<file path="src/rtl/imul_mul_arbiter_pkg.sv">
// Shared widths, requester id type and round-robin pointer helpers for the
// multiplier arbiter slice.
package imul_arb_pkg;

    localparam int IMUL_REQ_NBITS  = 64;
    localparam int IMUL_RESP_NBITS = 32;

    typedef logic [2:0] imul_req_id_t;

    typedef struct packed {
        logic [31:0] a;
        logic [31:0] b;
    } imul_req_msg_t;

    // base + step, wrapped into 0..nreqs-1 (step < nreqs)
    function automatic imul_req_id_t rr_advance(imul_req_id_t base, int step, int nreqs);
        int sum;
        sum = int'({29'd0, base}) + step;
        if (sum >= nreqs) begin
            sum = sum - nreqs;
        end
        return imul_req_id_t'(sum);
    endfunction

    function automatic imul_req_id_t rr_next(imul_req_id_t grant, int nreqs);
        return rr_advance(grant, 1, nreqs);
    endfunction

endpackage

</file>
<file path="src/rtl/imul_mul_arbiter_if.sv">
// Client-side and multiplier-side handshake bundle of the multiplier arbiter.
// slave = arbiter view, master = environment (clients + multiplier) view.
interface imul_mul_arbiter_if #(
    parameter int p_nreqs = 4
);
    import imul_arb_pkg::*;

    logic [p_nreqs-1:0]                in_req_val;
    logic [p_nreqs-1:0]                in_req_rdy;
    logic [IMUL_REQ_NBITS*p_nreqs-1:0] in_req_msg;

    logic [p_nreqs-1:0]                in_resp_val;
    logic [p_nreqs-1:0]                in_resp_rdy;
    logic [IMUL_RESP_NBITS-1:0]        in_resp_msg;

    logic                              mul_req_val;
    logic                              mul_req_rdy;
    logic [IMUL_REQ_NBITS-1:0]         mul_req_msg;

    logic                              mul_resp_val;
    logic                              mul_resp_rdy;
    logic [IMUL_RESP_NBITS-1:0]        mul_resp_msg;

    logic [2:0]                        inflight;

    modport slave (
        input  in_req_val, in_req_msg, in_resp_rdy,
        input  mul_req_rdy, mul_resp_val, mul_resp_msg,
        output in_req_rdy, in_resp_val, in_resp_msg,
        output mul_req_val, mul_req_msg, mul_resp_rdy, inflight
    );

    modport master (
        output in_req_val, in_req_msg, in_resp_rdy,
        output mul_req_rdy, mul_resp_val, mul_resp_msg,
        input  in_req_rdy, in_resp_val, in_resp_msg,
        input  mul_req_val, mul_req_msg, mul_resp_rdy, inflight
    );

endinterface

</file>
<file path="src/rtl/imul_mul_arbiter_tag_queue.sv">
// In-order FIFO of requester ids for transactions outstanding in the multiplier.
// Latency: push visible at head the cycle after; pop takes effect at the next edge.
// Backpressure: push ignored when full, pop ignored when empty; caller gates both.
module imul_arb_tag_queue
    import imul_arb_pkg::*;
#(
    parameter int p_depth = 2
) (
    input  logic         clk,
    input  logic         reset,
    input  logic         push,
    input  imul_req_id_t push_id,
    input  logic         pop,
    output imul_req_id_t head_id,
    output logic         full,
    output logic         empty,
    output logic [2:0]   count
);

    localparam int PW = (p_depth > 1) ? $clog2(p_depth) : 1;

    imul_req_id_t  mem [p_depth];
    logic [PW-1:0] wr_ptr;
    logic [PW-1:0] rd_ptr;
    logic          do_push;
    logic          do_pop;

    function automatic logic [PW-1:0] ptr_inc(logic [PW-1:0] p);
        return (p == PW'(p_depth - 1)) ? '0 : p + PW'(1);
    endfunction

    assign full    = (count == 3'(p_depth));
    assign empty   = (count == 3'd0);
    assign do_push = push && !full;
    assign do_pop  = pop && !empty;
    assign head_id = mem[rd_ptr];

    always_ff @(posedge clk or negedge reset) begin
        if (!reset) begin
            wr_ptr <= '0;
            rd_ptr <= '0;
            count  <= 3'd0;
        end else begin
            if (do_push) begin
                wr_ptr <= ptr_inc(wr_ptr);
            end
            if (do_pop) begin
                rd_ptr <= ptr_inc(rd_ptr);
            end
            case ({do_push, do_pop})
                2'b10:   count <= count + 3'd1;
                2'b01:   count <= count - 3'd1;
                default: count <= count;
            endcase
        end
    end

    // Payload storage needs no reset: entries are only read behind a valid count.
    always_ff @(posedge clk) begin
        if (do_push) begin
            mem[wr_ptr] <= push_id;
        end
    end

endmodule

</file>
<file path="src/rtl/imul_mul_arbiter.sv">
// Round-robin share of one val/rdy multiplier among p_nreqs clients, with tag-routed responses.
// Latency: 0 cycles on both request and response paths (pure combinational muxing).
// Backpressure: tag queue full blocks grants; a stalled response owner stalls the multiplier.
module imul_mul_arbiter
    import imul_arb_pkg::*;
#(
    parameter int p_nreqs = 4,
    parameter int p_ntags = 2
) (
    input logic               clk,
    input logic               reset,
    imul_mul_arbiter_if.slave bus
);

    imul_req_id_t              rr_ptr;
    imul_req_id_t              grant;
    imul_req_id_t              head;
    logic                      any_val;
    logic                      tq_full;
    logic                      tq_empty;
    logic                      req_ok;
    logic                      req_fire;
    logic                      resp_ok;
    logic                      resp_fire;
    logic                      head_rdy;
    logic [2*p_nreqs-1:0]      val_rot;
    logic [IMUL_REQ_NBITS-1:0] grant_msg;

    // Rotate the valid vector so bit k is requester rr_ptr+k; lowest k wins.
    assign any_val = |bus.in_req_val;
    assign val_rot = {bus.in_req_val, bus.in_req_val} >> rr_ptr;

    always_comb begin
        grant = rr_ptr;
        for (int k = p_nreqs - 1; k >= 0; k--) begin
            if (val_rot[k]) begin
                grant = rr_advance(rr_ptr, k, p_nreqs);
            end
        end
    end

    always_comb begin
        grant_msg = '0;
        for (int i = 0; i < p_nreqs; i++) begin
            if (grant == imul_req_id_t'(i)) begin
                grant_msg = bus.in_req_msg[IMUL_REQ_NBITS*i +: IMUL_REQ_NBITS];
            end
        end
    end

    // Full uses registered occupancy only, so a same-cycle pop never frees a slot.
    assign req_ok          = reset && any_val && !tq_full;
    assign req_fire        = req_ok && bus.mul_req_rdy;
    assign bus.mul_req_val = req_ok;
    assign bus.mul_req_msg = grant_msg;

    always_comb begin
        bus.in_req_rdy = '0;
        for (int i = 0; i < p_nreqs; i++) begin
            bus.in_req_rdy[i] = req_fire && (grant == imul_req_id_t'(i));
        end
    end

    always_ff @(posedge clk or negedge reset) begin
        if (!reset) begin
            rr_ptr <= '0;
        end else if (req_fire) begin
            rr_ptr <= rr_next(grant, p_nreqs);
        end
    end

    // Response demux: the queue head names the owner of the product in flight.
    assign resp_ok = reset && !tq_empty && bus.mul_resp_val;

    always_comb begin
        head_rdy        = 1'b0;
        bus.in_resp_val = '0;
        for (int i = 0; i < p_nreqs; i++) begin
            if (head == imul_req_id_t'(i)) begin
                head_rdy           = bus.in_resp_rdy[i];
                bus.in_resp_val[i] = resp_ok;
            end
        end
    end

    assign bus.mul_resp_rdy = reset && !tq_empty && head_rdy;
    assign resp_fire        = bus.mul_resp_val && bus.mul_resp_rdy;
    assign bus.in_resp_msg  = bus.mul_resp_msg;

    imul_arb_tag_queue #(
        .p_depth (p_ntags)
    ) u_tag_queue (
        .clk     (clk),
        .reset   (reset),
        .push    (req_fire),
        .push_id (grant),
        .pop     (resp_fire),
        .head_id (head),
        .full    (tq_full),
        .empty   (tq_empty),
        .count   (bus.inflight)
    );

    // A product with no outstanding tag has no owner to route to.
    a_resp_needs_tag: assert property (@(posedge clk) disable iff (!reset)
        !(bus.mul_resp_val && tq_empty))
        else $error("mul_resp_val asserted with empty tag queue");

endmodule

</file>
<file path="src/flat_wrapper.sv">
// flat-port wrapper written by rule: the top's interface ports become plain ports
module imul_mul_arbiter_flat import imul_arb_pkg::*;
#(
    parameter int p_nreqs = 4,
    parameter int p_ntags = 2
)
  (clk, reset, bus_in_req_val, bus_in_req_msg, bus_in_resp_rdy, bus_mul_req_rdy, bus_mul_resp_val, bus_mul_resp_msg, bus_in_req_rdy, bus_in_resp_val, bus_in_resp_msg, bus_mul_req_val, bus_mul_req_msg, bus_mul_resp_rdy, bus_inflight);
  imul_mul_arbiter_if #(.p_nreqs(p_nreqs)) bus_i ();
  input logic clk;
  input logic reset;
  input wire logic [$bits(bus_i.in_req_val)-1:0] bus_in_req_val;
  input wire logic [$bits(bus_i.in_req_msg)-1:0] bus_in_req_msg;
  input wire logic [$bits(bus_i.in_resp_rdy)-1:0] bus_in_resp_rdy;
  input wire logic [$bits(bus_i.mul_req_rdy)-1:0] bus_mul_req_rdy;
  input wire logic [$bits(bus_i.mul_resp_val)-1:0] bus_mul_resp_val;
  input wire logic [$bits(bus_i.mul_resp_msg)-1:0] bus_mul_resp_msg;
  output wire logic [$bits(bus_i.in_req_rdy)-1:0] bus_in_req_rdy;
  output wire logic [$bits(bus_i.in_resp_val)-1:0] bus_in_resp_val;
  output wire logic [$bits(bus_i.in_resp_msg)-1:0] bus_in_resp_msg;
  output wire logic [$bits(bus_i.mul_req_val)-1:0] bus_mul_req_val;
  output wire logic [$bits(bus_i.mul_req_msg)-1:0] bus_mul_req_msg;
  output wire logic [$bits(bus_i.mul_resp_rdy)-1:0] bus_mul_resp_rdy;
  output wire logic [$bits(bus_i.inflight)-1:0] bus_inflight;
  assign bus_i.in_req_val = bus_in_req_val;
  assign bus_i.in_req_msg = bus_in_req_msg;
  assign bus_i.in_resp_rdy = bus_in_resp_rdy;
  assign bus_i.mul_req_rdy = bus_mul_req_rdy;
  assign bus_i.mul_resp_val = bus_mul_resp_val;
  assign bus_i.mul_resp_msg = bus_mul_resp_msg;
  assign bus_in_req_rdy = bus_i.in_req_rdy;
  assign bus_in_resp_val = bus_i.in_resp_val;
  assign bus_in_resp_msg = bus_i.in_resp_msg;
  assign bus_mul_req_val = bus_i.mul_req_val;
  assign bus_mul_req_msg = bus_i.mul_req_msg;
  assign bus_mul_resp_rdy = bus_i.mul_resp_rdy;
  assign bus_inflight = bus_i.inflight;
  imul_mul_arbiter #(.p_nreqs(p_nreqs), .p_ntags(p_ntags)) u_core (.clk(clk), .reset(reset), .bus(bus_i));
endmodule
</file>
<file path="config.mk">
export PLATFORM = sky130hd
export DESIGN_NAME = imul_mul_arbiter_flat
export DESIGN_NICKNAME = d
export VERILOG_FILES = /design/src/rtl/imul_mul_arbiter_pkg.sv /design/src/rtl/imul_mul_arbiter_if.sv /design/src/rtl/imul_mul_arbiter_tag_queue.sv /design/src/rtl/imul_mul_arbiter.sv /design/src/flat_wrapper.sv
export SDC_FILE = /design/constraint.sdc
export NUM_CORES = 1
export LEC_CHECK = 0
export ABC_CLOCK_PERIOD_IN_PS = 5500
export BUFFER_PORTS_ARGS = -buffer_cell sky130_fd_sc_hd__buf_4
export CAP_MARGIN = 20
export CORE_AREA = 5 5 157 159
export DETAILED_ROUTE_END_ITERATION = 10
export DIE_AREA = 0 0 162 164
export GPL_TIMING_DRIVEN = 0
export PLACE_DENSITY = 0.48
export SETUP_SLACK_MARGIN = 0.15
export SYNTH_ARGS = -nofsm -noshare
export SYNTH_HDL_FRONTEND = slang
export SYNTH_SLANG_ARGS = --single-unit
</file>
<file path="constraint.sdc">
create_clock -name clk -period 5.5 [get_ports clk]
set_input_delay 0.275 -clock clk [delete_from_list [all_inputs] [get_ports clk]]
set_output_delay 0.275 -clock clk [all_outputs]
set_load 0.1 [all_outputs]
</file>
==> results.json <==
{
  "slew_headroom_pct": 48.2,
  "dieArea_um2": 26600,
  "grt_pass1_vias": 6073,
  "clock_sinks": 14,
  "drt_first_pass_iters": 4,
  "num_rows": 56,
  "synth.cell_area_um2": 3670,
  "syn_to_final_growth_pct": 89.4,
  "timing.final.ws_setup_ps": 667,
  "crit_fanout": 10,
  "max_freq_mhz": 207,
  "grt_pass1_wl_mm": 34.9,
  "avgSynthCellArea_um2": 5.70,
  "syn_nets": 952,
  "crit_type": "reg -> out",
  "place_inst": 1310,
  "total_power_mw": 1.43,
  "worst_ep_arrival_time_ps": 4560,
  "numCtsBuffers": 3,
  "fin_util_pct": 30.1,
  "ios": 409,
  "htree_levels": 1,
  "fin_area_um2": 6950,
  "grt.overflow.total": 0,
  "chipHeight_um": 164,
  "core_um2": 23100,
  "gp_congestion": 0.853,
  "clk_pin_slew_ps": 40,
  "finalHoldViolCount": 0,
  "gr-usage-all-layers_pct": 16.7,
  "start_util_pct": 15.9,
  "endpoint_kind": "output pin",
  "finalSetupViolations": 0,
  "ys_async_sr_fraction_pct": 57.1,
  "reg2regPathDepth": 12,
  "status": "finished clean",
  "layout_min_cycle_time_ps": 4830,
  "drt-vias-per-instance": 4.45,
  "portBuffers": 376,
  "rsz0062_at_grt": "false",
  "netlist_instances": 644,
  "clock_latency_ps": 240,
  "vias": 5855,
  "drc": 0,
  "vdd_drop_max_mv": 0.0981,
  "ys_seq_area_share_pct": 10.4,
  "clockRootBuffer": "clkbuf_16",
  "timing.rr.start": "u_core.rr_ptr[1]$_DFFE_PN0N_",
  "ys.flop_type": "dfrtp_1",
  "max-cap-violations": 0,
  "fp.dieW_um": 162,
  "routed_wl_mm": 24.2,
  "dp_slack_ps": 589,
  "p_per_area_nw_per_um2": 206,
  "post-cts-setup-buffer-count": 0,
  "cts_buffer_depth": 2,
  "drive_gt1_share_pct": 42.3,
  "hpwlAfterDp_mm": 20.8,
  "tightest_slew_ps": 777,
  "synth.distinct_cells": 51,
  "placed_area_um2": 6860,
  "ant_nets": 0,
  "finalCritPeriodShare_pct": 87.9,
  "worstHoldPathType": "in -> async",
  "yosys_warnings": 0,
  "ys_seq_elements": 14,
  "cts_tree": "built",
  "finClkSkew_ps": 1.61,
  "antenna_found_initial": 3,
  "rrSetupSlack_ps": 2530,
  "required_ps": 5220,
  "tns_ps": 0,
  "num_antenna_cells": 0,
  "hold_slack_ps": 401,
  "wire_per_inst_um": 18.4,
  "grt_max_degree": 12,
  "crit_path_start_kind": "flip-flop",
  "maxSlewViolCount": 0,
  "p_leak_nw": 3.39,
  "synth_edf_count": 6,
  "nets": 1334,
  "fin_cells": 1315,
  "drtIter0Drc": 274,
  "reg2reg_to": "u_core.rr_ptr[2]$_DFFE_PN0N_"
}
Yosys cell counts, drive strengths merged (2+ instances only):
master / n / share of area, %
ha: 7 / 2.4
o21ai: 3 / 0.41
nor3: 3 / 0.41
and2: 3 / 0.51
edfxtp: 6 / 4.9
a2bb2oi: 2 / 0.48
nor2: 133 / 14
nor2b: 2 / 0.34
xor2: 3 / 0.72
inv: 12 / 1.2
a31oi: 3 / 0.51
o21bai: 2 / 0.41
a22oi: 9 / 2.0
mux2i: 6 / 1.6
xnor2: 2 / 0.48
buf: 50 / 9.6
a21oi: 124 / 17
clkbuf: 42 / 4.3
o22ai: 2 / 0.34
nand2: 131 / 13
o31ai: 65 / 13
dfrtp: 8 / 5.5
mux2: 4 / 1.2
and3: 3 / 0.51
worst max-delay path by stage:
stage / start / end / slack (ps) / cells after the start
finish: u_core.rr_ptr[1]$_DFFE_PN0N_ / bus_mul_req_msg[22] / 670 / 18
global route: u_core.rr_ptr[1]$_DFFE_PN0N_ / bus_mul_req_msg[22] / 260 / 18
CTS: u_core.rr_ptr[1]$_DFFE_PN0N_ / bus_mul_req_msg[21] / 320 / 19
detailed placement: u_core.rr_ptr[1]$_DFFE_PN0N_ / bus_mul_req_msg[21] / 590 / 19
global placement: u_core.rr_ptr[1]$_DFFE_PN0N_ / bus_mul_req_msg[21] / 660 / 19
floorplan: u_core.rr_ptr[1]$_DFFE_PN0N_ / bus_mul_req_msg[0] / 180 / 18
final cells by class:
| cell class | instances | area, µm² |
|---|---|---|
| multi-input combinational | 526 | 2740 |
| sequential | 14 | 380 |
| inverter | 12 | 45.0 |
| timing repair buffer | 377 | 2830 |
| buffer | 92 | 509 |
| clock buffer | 3 | 75.1 |
| clock inverter | 1 | 3.75 |
| fill | 2646 | 16200 |
| tap | 290 | 363 |
worst max-delay path, cell delays in order, from the launching register on:
cell and delay, ps:
dfrtp_1 440, buf_2 270, inv_2 80, ha_1 340, nand2_1 70, nand2_1 70
nand2_1 50, a31oi_1 210, o32ai_2 190, inv_1 120, ha_1 140, clkbuf_1 200
clkbuf_1 500, clkbuf_1 470, a22oi_1 250, nor2_1 270, a21oi_1 70, o31ai_1 220
buf_4 330
cell families (layout without fill, tap and decap cells):
| family | after synthesis | after routing | synth area share, % |
|---|---|---|---|
| DFF | 14 | 14 | 10.4 |
| buffers and inverters | 104 | 485 | 15.1 |
| muxes | 10 | 10 | 2.86 |
| xor gates and xnor gates | 5 | 5 | 1.19 |
| and+or+nand+nor | 283 | 283 | 30.6 |
| AOI/OAI and AO/OA | 220 | 220 | 36.9 |
| adders and majority gates | 8 | 8 | 2.93 |
power by group:
group | switching (mW) | internal (mW) | total [mW]
clock network | 0.0383 | 0.0957 | 0.134
registers | 0 | 0.110 | 0.110
logic | 0.862 | 0.324 | 1.19
placed cells by master (no fill, tap or decap), types with 2 or more instances in the layout:
cell type / instances
clkbuf_16: 3
xnor2_1: 2
buf_2: 5
buf_1: 7
o21bai_1: 2
o31ai_1: 65
nor2_1: 133
and2_1: 3
buf_4: 411
a2bb2oi_1: 2
clkbuf_1: 42
a31oi_1: 3
xor2_1: 3
o22ai_1: 2
nor2b_1: 2
mux2_2: 4
a22oi_1: 8
and3_1: 3
buf_6: 2
inv_1: 10
edfxtp_1: 6
o21ai_1: 2
a21oi_2: 2
dfrtp_1: 8
a21oi_1: 122
nand2_1: 131
mux2i_1: 6
ha_1: 7
inv_2: 2
nor3_1: 3
layer usage:
layer / up-vias / track usage (%) / routed length [µm]
li1: 2950 / - / -
met1: 2632 / 20.7 / 10100
met2: 233 / 30.4 / 12200
met3: 34 / 3.41 / 1480
met4: 6 / 2.77 / 459
met5: - / 0 / 47
state kept, by name, indices dropped and copies added, names as in the netlist:
register                   flops
u_core.u_tag_queue.mem         6
u_core.u_tag_queue.count       3
u_core.u_tag_queue.wr_ptr      1
u_core.rr_ptr                  3
u_core.u_tag_queue.rd_ptr      1
timing repair:
item                                    CTS  global route
endpoints found under the setup margin    0            10
hold buffers                              1             0
resized for setup                         0             1
endpoints found under the hold margin     8             0
(Power assumes the default switching activity.)
